## config.mk

```make
export PLATFORM = sky130hd
export DESIGN_NAME = btn_debounce
export DESIGN_NICKNAME = d
export VERILOG_FILES = /design/src/rtl/btn_debounce.sv
export SDC_FILE = /design/constraint.sdc
export NUM_CORES = 1
export LEC_CHECK = 0
export CAP_MARGIN = 0
export CORE_AREA = 3 3 80 82
export CTS_CLUSTER_SIZE = 14
export DETAILED_ROUTE_END_ITERATION = 8
export DIE_AREA = 0 0 83 85
export GPL_TIMING_DRIVEN = 0
export PLACE_DENSITY = 0.8
export SKIP_CTS_REPAIR_TIMING = 1
export SKIP_LAST_GASP = 1
export SLEW_MARGIN = 40
export SYNTH_ARGS = -nofsm -noshare
export SYNTH_HDL_FRONTEND = slang
export SYNTH_SLANG_ARGS = --single-unit
export TNS_END_PERCENT = 10
```

## constraint.sdc

```tcl
create_clock -name clk_i -period 2 [get_ports clk_i]
set_input_delay 0.4 -clock clk_i [delete_from_list [all_inputs] [get_ports clk_i]]
set_output_delay 0.4 -clock clk_i [all_outputs]
set_load 0.05 [all_outputs]
```

## src/rtl/btn_debounce.sv

```systemverilog
// btn_debounce: synchronises and debounces a raw push-button input.
// It outputs a clean level and one-cycle press, release and long-press pulses.
//
// Timing (cycles derived from clock frequency):
//   DB = FREQ/1000*DEBOUNCE_MS  stable cycles needed to accept a level change
//   LG = FREQ/1000*LONG_MS      held cycles for a long press (LONG_MS = 0 disables)
//
// Ports:
//   clk_i      system clock
//   rst_i      synchronous active-high reset
//   btn_i      raw asynchronous button, active-high
//   level_o    debounced level
//   press_o    one-cycle pulse on accepted press
//   release_o  one-cycle pulse on accepted release
//   long_o     one-cycle pulse once per press after LG held cycles
//   count_o    press counter (mod 256) when BTN_PRESS_COUNT_EN is defined, else 0
//
// Optional feature macro: BTN_PRESS_COUNT_EN
//
// Pulses and level are decoded from registered state plus the synchronised
// input. Press therefore appears DB+2 edges after btn_i is first sampled high.
module btn_debounce #(
    parameter int FREQ        = 50000000,
    parameter int DEBOUNCE_MS = 10,
    parameter int LONG_MS     = 1000
) (
    input  logic       clk_i,
    input  logic       rst_i,
    input  logic       btn_i,
    output logic       level_o,
    output logic       press_o,
    output logic       release_o,
    output logic       long_o,
    output logic [7:0] count_o
);

    localparam int DB      = FREQ / 1000 * DEBOUNCE_MS;
    localparam int LG      = FREQ / 1000 * LONG_MS;
    localparam bit LONG_EN = (LONG_MS != 0);
    localparam int MAX_CNT = (DB > LG) ? DB : LG;
    localparam int CW      = (MAX_CNT < 1) ? 1 : $clog2(MAX_CNT + 1);

    localparam logic [CW-1:0] DB_C    = CW'(DB);
    localparam logic [CW-1:0] LG_C    = CW'(LG);
    localparam logic [CW-1:0] LG_M1   = CW'((LG > 0) ? LG - 1 : 0);
    localparam logic [CW-1:0] CNT_ONE = CW'(1);

    if (DB < 1) begin : g_bad_db
        $error("btn_debounce: debounce time must be at least one cycle");
    end
    if (LONG_MS != 0 && LG < 1) begin : g_bad_lg
        $error("btn_debounce: long-press time must be at least one cycle");
    end

    localparam logic [2:0] StIdle       = 3'd0;
    localparam logic [2:0] StDebPress   = 3'd1;
    localparam logic [2:0] StPressed    = 3'd2;
    localparam logic [2:0] StLongHeld   = 3'd3;
    localparam logic [2:0] StDebRelease = 3'd4;

    logic          s0_q, s1_q;
    logic [2:0]    state_q, state_d;
    logic [CW-1:0] cnt_q, cnt_d;
    logic [CW-1:0] hold_q, hold_d;
    logic          long_done_q, long_done_d;
    logic          press, release_p, long_p;

    always_comb begin
        state_d     = state_q;
        cnt_d       = cnt_q;
        hold_d      = hold_q;
        long_done_d = long_done_q;
        press       = 1'b0;
        release_p   = 1'b0;
        long_p      = 1'b0;
        case (state_q)
            StIdle: begin
                if (s1_q) begin
                    state_d = StDebPress;
                    cnt_d   = CNT_ONE;
                end
            end
            StDebPress: begin
                if (!s1_q) begin
                    state_d = StIdle;
                    cnt_d   = '0;
                end else if (cnt_q == DB_C) begin
                    state_d     = StPressed;
                    press       = 1'b1;
                    cnt_d       = '0;
                    hold_d      = '0;
                    long_done_d = 1'b0;
                end else begin
                    cnt_d = cnt_q + CNT_ONE;
                end
            end
            StPressed: begin
                // Hold advances every cycle here, even on the cycle s1 drops,
                // and saturates at LG so it can never wrap.
                if (LONG_EN && hold_q < LG_C) begin
                    hold_d = hold_q + CNT_ONE;
                end
                if (!s1_q) begin
                    state_d = StDebRelease;
                    cnt_d   = CNT_ONE;
                end else if (LONG_EN && hold_q >= LG_M1) begin
                    state_d     = StLongHeld;
                    long_p      = 1'b1;
                    long_done_d = 1'b1;
                end
            end
            StLongHeld: begin
                if (!s1_q) begin
                    state_d = StDebRelease;
                    cnt_d   = CNT_ONE;
                end
            end
            StDebRelease: begin
                // A short drop resumes the press where it left off.
                if (s1_q) begin
                    state_d = long_done_q ? StLongHeld : StPressed;
                    cnt_d   = '0;
                end else if (cnt_q == DB_C) begin
                    state_d   = StIdle;
                    release_p = 1'b1;
                    cnt_d     = '0;
                end else begin
                    cnt_d = cnt_q + CNT_ONE;
                end
            end
            default: begin
                state_d = StIdle;
                cnt_d   = '0;
            end
        endcase
    end

    always_ff @(posedge clk_i) begin
        if (rst_i) begin
            s0_q        <= 1'b0;
            s1_q        <= 1'b0;
            state_q     <= StIdle;
            cnt_q       <= '0;
            hold_q      <= '0;
            long_done_q <= 1'b0;
        end else begin
            s0_q        <= btn_i;
            s1_q        <= s0_q;
            state_q     <= state_d;
            cnt_q       <= cnt_d;
            hold_q      <= hold_d;
            long_done_q <= long_done_d;
        end
    end

    assign press_o   = press;
    assign release_o = release_p;
    assign long_o    = long_p;
    assign level_o   = press ||
                       ((state_q inside {StPressed, StLongHeld, StDebRelease}) && !release_p);

`ifdef BTN_PRESS_COUNT_EN
    logic [7:0] count_q;

    always_ff @(posedge clk_i) begin
        if (rst_i) begin
            count_q <= 8'd0;
        end else if (press) begin
            count_q <= count_q + 8'd1;
        end
    end

    assign count_o = count_q;
`else
    assign count_o = 8'd0;
`endif

endmodule

```

# == After elaboration in Yosys (flattened, before gate mapping) ==
# Cells that the tools add are included.
# Widths: inputs -> output; s select.
# totals
register_bits,58
inputBits,3
out_inout_bits,12
wordCells,70
# classes
addsub,2
magnitude_cmp,2
eq_ne,16
muxes,33
n_reduce_logical,11
# ops
op,count
$mux 26,8
$pmux 26 s4,1
$add 26x1->26 const B,2
$pmux 26 s2,1
$eq 26x19->1 const B,1
$ge 26x26->1 const B,1
$lt 26x26->1 const B,1
$mux 3,8
$ne 2x2->1 const B,8
$pmux 3 s5,1
$mux 1,13
$reduce_and 5->1,2
$ne 3x3->1 const B,3
$eq 3x2->1 const B,2
$reduce_and 4->1,1
$eq 3x1->1 const B,1
$eq 3x3->1 const B,1
$logic_not 3->1,1
$reduce_bool 3->1,1
$pmux 1 s2,1
$reduce_and 2->1,1
$reduce_bool 2->1,1
$reduce_or 2->1,1
$logic_and 1x1->1,1
2 further kinds,2

# == Depth between registers and ports, before layout ==
# logic_depth
depth_word,7
depth_mapped,9
mapped_depth_nobuf,8

# == Worst setup path before layout ==
# OpenSTA, ideal clock, no wires.
# synth_path
kind,register to output
from,register cnt_q[0]
to,output release_o
arrival_time_ns,2.782
t_required_ns,1.600
setup_slack_ns,-1.182
stages_incl_launch_ff,7
n_path_buf,0
cell_sequence,dfxtp_1 > inv_1 > ha_1 > nor4b_2 > nand3b_1 > or2_2 > nor4_1
# synth_via
elab_chain_cells,4
# synth_lines
item,line_no,rtl
start: declaration,63,"logic [CW-1:0] cnt_q, cnt_d;"
start signal: assignment,150,cnt_q <= cnt_d;
$eq 26x19->1,123,end else if (cnt_q == DB_C) begin
$mux 1,123,
$mux 1,120,if (s1_q) begin
$mux 1,76,case (state_q)
end: declaration,32,"output logic release_o,"
# No other way between the ends.

# == Final worst setup path ==
# layout_path
from,register cnt_q[0]
to,register hold_q[14]
# layout_via
elab_chain_cells,3
# layout_lines
item,line_no,rtl
$eq 26x19->1,87,end else if (cnt_q == DB_C) begin
$ne 2x2->1 (no source line),--,
$reduce_and 4->1 (no source line),--,
end signal: assignment,151,hold_q <= hold_d;
end: declaration,64,"logic [CW-1:0] hold_q, hold_d;"
# No other way between the ends.
# A chain may end at the register's enable or synchronous reset.

==> flow_summary_export.csv <==
group,metric,value,unit
hold_path,hold_path_depth,1,
critical_path,worstRegToRegCells,11,
pwr,p_int,0.00200,W
clock_network,clock_sinks,58,
critical_path,reg2reg_to,"hold_q[14]",
route,firstDrtPassIters,4,
critical_path,critPathArrivalTime,2.85,ns
global_routing,antenna_found_initial,0,
clock_network,clockBufferDepth,2,
synthesis,synth_flop_cell,"dfxtp_1",
synthesis,seq_area_frac_synth,37.4,%
timing,finalWorstSetupSlack,-0.576,ns
placement,gp_congestion,0.912,
finish,antenna_cells,0,
timing,maxSlewHeadroom,48.5,%
pwr,p_per_area,662,nW/um^2
pwr,seq_power_share,45.5,%
floorplanning,ios,15,
hold_path,holdCritStartpoint,"s0_q",
critical_path,path_cells,"inv_4 > ha_4 > nor4b_4 > nand3b_1 > buf_6 > nor4_4 > buf_6 > buf_12 > o211ai_4 > or4_1 > nand2_1",
critical_path,cp.required,2.28,ns
synthesis,synth_edf_count,0,
hold_path,hold_path.class,"reg2reg",
critical_path,r2r-start,"cnt_q[0]",
route,vias,2882,
global_routing,grt_max_degree,11,
synthesis,syn_inst,371,
pwr,power_switching_share,21.8,%
pwr,combPwrFrac,4.7,%
floorplanning,die_y,85,um
route,dr.first_iter.drc_count,124,
pwr,p_switching,0.000557,W
route,viasPerCell,5.88,
timing,tightest_slew,0.769,ns
pwr,p_clk_share,49.8,%
timing,fin_crit_sh,129,%
hold_path,hold_end,"s1_q",
clock_network,clockRootBuffer,"clkbuf_8",
run_status,violations,"setup timing",
clock_network,cts.htree.levels,3,
critical_path,crit_fanout,6,
synthesis,synth_cell_types,59,
placement,dpl_cell_area,3310,sq um
timing,rsz0062_at_grt,"yes",
floorplanning,die_area,7060,sq um
critical_path,slowest_delay,0.55,ns
synthesis,avgSynthCellArea,8.37,sq um
critical_path,regToRegSetupSlack,-0.58,ns
route,wl,7520,um
finish,post-route-cell-area,3860,sq um
clock_network,cts_tree,"done",
global_routing,overflow,0,
timing,final_max_slew_viol_count,0,
critical_path,cp_slowest_cell,"or4_1",
synthesis,async_reset_ff_share,0,%
critical_path,cpMostUsedCell,"buf_6",
floorplanning,core-area,5820,sq um
timing,holdWs,0.457,ns
pwr,ir_worst_vdd,0.659,mV
run_status,status,"finished with violations",
finish,syn2layout_area_growth,24.3,%
global_routing,grt_pass1_vias,2587,
critical_path,worstSetupPathType,"reg2reg",
critical_path,crit_path_end_kind,"flip-flop",
placement,pre_cts_slack,-0.831,ns
global_routing,grt_pass1_wl,11400,um
pwr,leakagePower,1.36,nW
timing,fin_skew,0.00735,ns
global_routing,grt_usage,19.5,%
clock_network,path_clk_slew,0.07,ns
flow_run,drv_cap,0,
timing,min_period,2.58,ns
timing,tns,-16.27,ns
clock_network,worst_skew_pair.late_latency,0.34,ns
floorplanning,initial_core_util,53.4,%
finish,num-nets-final,416,
synthesis,synth_area,3100,sq um
route,drcViolationCount,0,
synthesis,synth-seq-cells,58,
floorplanning,row_count,28,
critical_path,startpoint_type,"flip-flop",
floorplanning,die_w,83,um
clock_network,cts_made_buffers,9,
timing,setup_viol,55,
timing,fmax,388,MHz
placement,hpwlAfterDp,4660,um
finish,drive_gt1_share,22.7,%
route,ant_nets,0,
timing,hold_viol_final,0,
route,drt-wirelength-per-cell,15.3,um
placement,numPortBuffers,5,
synthesis,synth_warnings,0,
how the worst max path moves through the flow:
stage                         from    endpoint  slack (ns)  cells after the start
after floorplan           cnt_q[0]   release_o       -0.23                      6
after global placement    cnt_q[0]     level_o       -0.80                      8
after detailed placement  cnt_q[0]     level_o       -0.83                      8
after CTS                 cnt_q[0]     level_o       -1.22                      8
after global routing      cnt_q[0]  hold_q[14]       -0.65                     11
final                     cnt_q[0]  hold_q[14]       -0.58                     11
flip-flops by register name (all words and copies together) (netlist names):
| register | count |
|---|---|
| cnt_q | 26 |
| hold_q | 26 |
| long_done_q | 1 |
| s0_q | 1 |
| s1_q | 1 |
| state_q | 3 |
per-layer routing:
layer	vias to the layer above	wire length [um]	GRT usage, %
met1	1391	3350	23.9
met3	12	354	6.12
met5	-	0	0
li1	1404	-	-
met2	75	3700	32.5
met4	0	102	6.69
synth_stat cells, types with 2 or more instances:
master     instances  area share (%)
o21ai_1            2            0.32
o211ai_1           8             1.9
a21o_1             2            0.48
buf_4              8             1.9
nand2_1           34             4.1
nand3_1           14             2.3
and3_1             5             1.0
nor4b_1            2            0.56
or2_2              2            0.40
xnor2_1            9             2.5
and2_1             3            0.60
nand4_1           12             2.4
o211ai_2           2            0.81
xor2_1            19             5.4
nand3b_1           2            0.48
o21ai_0            9             1.5
nor4b_2            3             1.5
ha_1               3             1.2
o31ai_1            3            0.73
inv_1              7            0.85
clkbuf_1           8            0.97
dfxtp_1           58              37
nor3_1             9             1.5
nor3b_1            2            0.48
or3_1              8             1.6
a21oi_1           20             3.2
nor4_2             2            0.81
nand2b_1           4            0.81
a311o_1            2            0.64
and4_1             2            0.56
nor2b_1            6             1.2
or4_1             10             2.4
o2111ai_1          5             1.4
nor4_1             4            0.81
nor2_1            54             6.5
o21a_1             4            0.97
buf_2              2            0.32
critical path: cells and delay by family (launching register included):
| family | cells | cell delay, ns |
|---|---|---|
| flip-flops | 1 | 0.36 |
| adder cells (fa/ha/maj) | 1 | 0.12 |
| AO/OA/AOI/OAI | 1 | 0.11 |
| buffers and inverters | 4 | 0.55 |
| AND/OR/NAND/NOR | 5 | 1.38 |
logic make-up (layout without fill, tap and decap cells):
kind of cell	count (synthesis)	in the layout	synth area share (%)
and+or+nand+nor	184	184	32.4
buffers and inverters	28	65	4.68
xor gates and xnor gates	28	28	7.90
other	1	8	0.121
adders and majority gates	3	3	1.21
DFF	58	58	37.4
muxes	1	1	0.363
AOI/OAI and AO/OA	68	68	16.0
final cells by class:
cell class	count	area [sq um]
Buffer	19	129
Clock buffer	12	165
Clock inverter	4	72.6
Fill cell	436	1960
Inverter	8	32.5
Multi-Input combinational cell	292	1980
Sequential cell	58	1180
Tap cell	75	93.8
Timing Repair Buffer	22	208
power groups by stage:
stage | clock (W) | combinational (W) | sequential (W)
floorplan | 0 | 0.0000860 | 0.00119
global placement | 0 | 0.000102 | 0.00119
detailed placement | 0 | 0.000102 | 0.00119
CTS | 0.00129 | 0.000103 | 0.00116
global route | 0.00133 | 0.000126 | 0.00116
finish | 0.00127 | 0.000119 | 0.00116
metrics by stage:
step	util [%]	cells	power [W]
finish	66.4	490	0.00255
global placement	56.9	458	0.00129
detailed placement	56.9	458	0.00129
CTS	61.0	474	0.00256
floorplan	-	378	0.00127
global route	66.4	490	0.00262
cell usage in the layout (no fill, tap or decap), types with 6 or more instances in the layout:
cell,Yosys,final
o211ai_1,8,8
nand2_1,34,34
xor2_1,19,19
nor3_1,9,7
nor2_1,54,53
nor2b_1,6,6
nand4_1,12,12
dfxtp_2,0,9
nand3_1,14,13
xnor2_1,9,9
or4_1,10,10
buf_4,8,20
conb_1,1,8
dfxtp_1,58,47
or3_1,8,7
a21oi_1,20,17
o21ai_0,9,7
buf_6,1,11
clkbuf_8,0,12
Note: power is estimated with default switching activity, not from simulation.
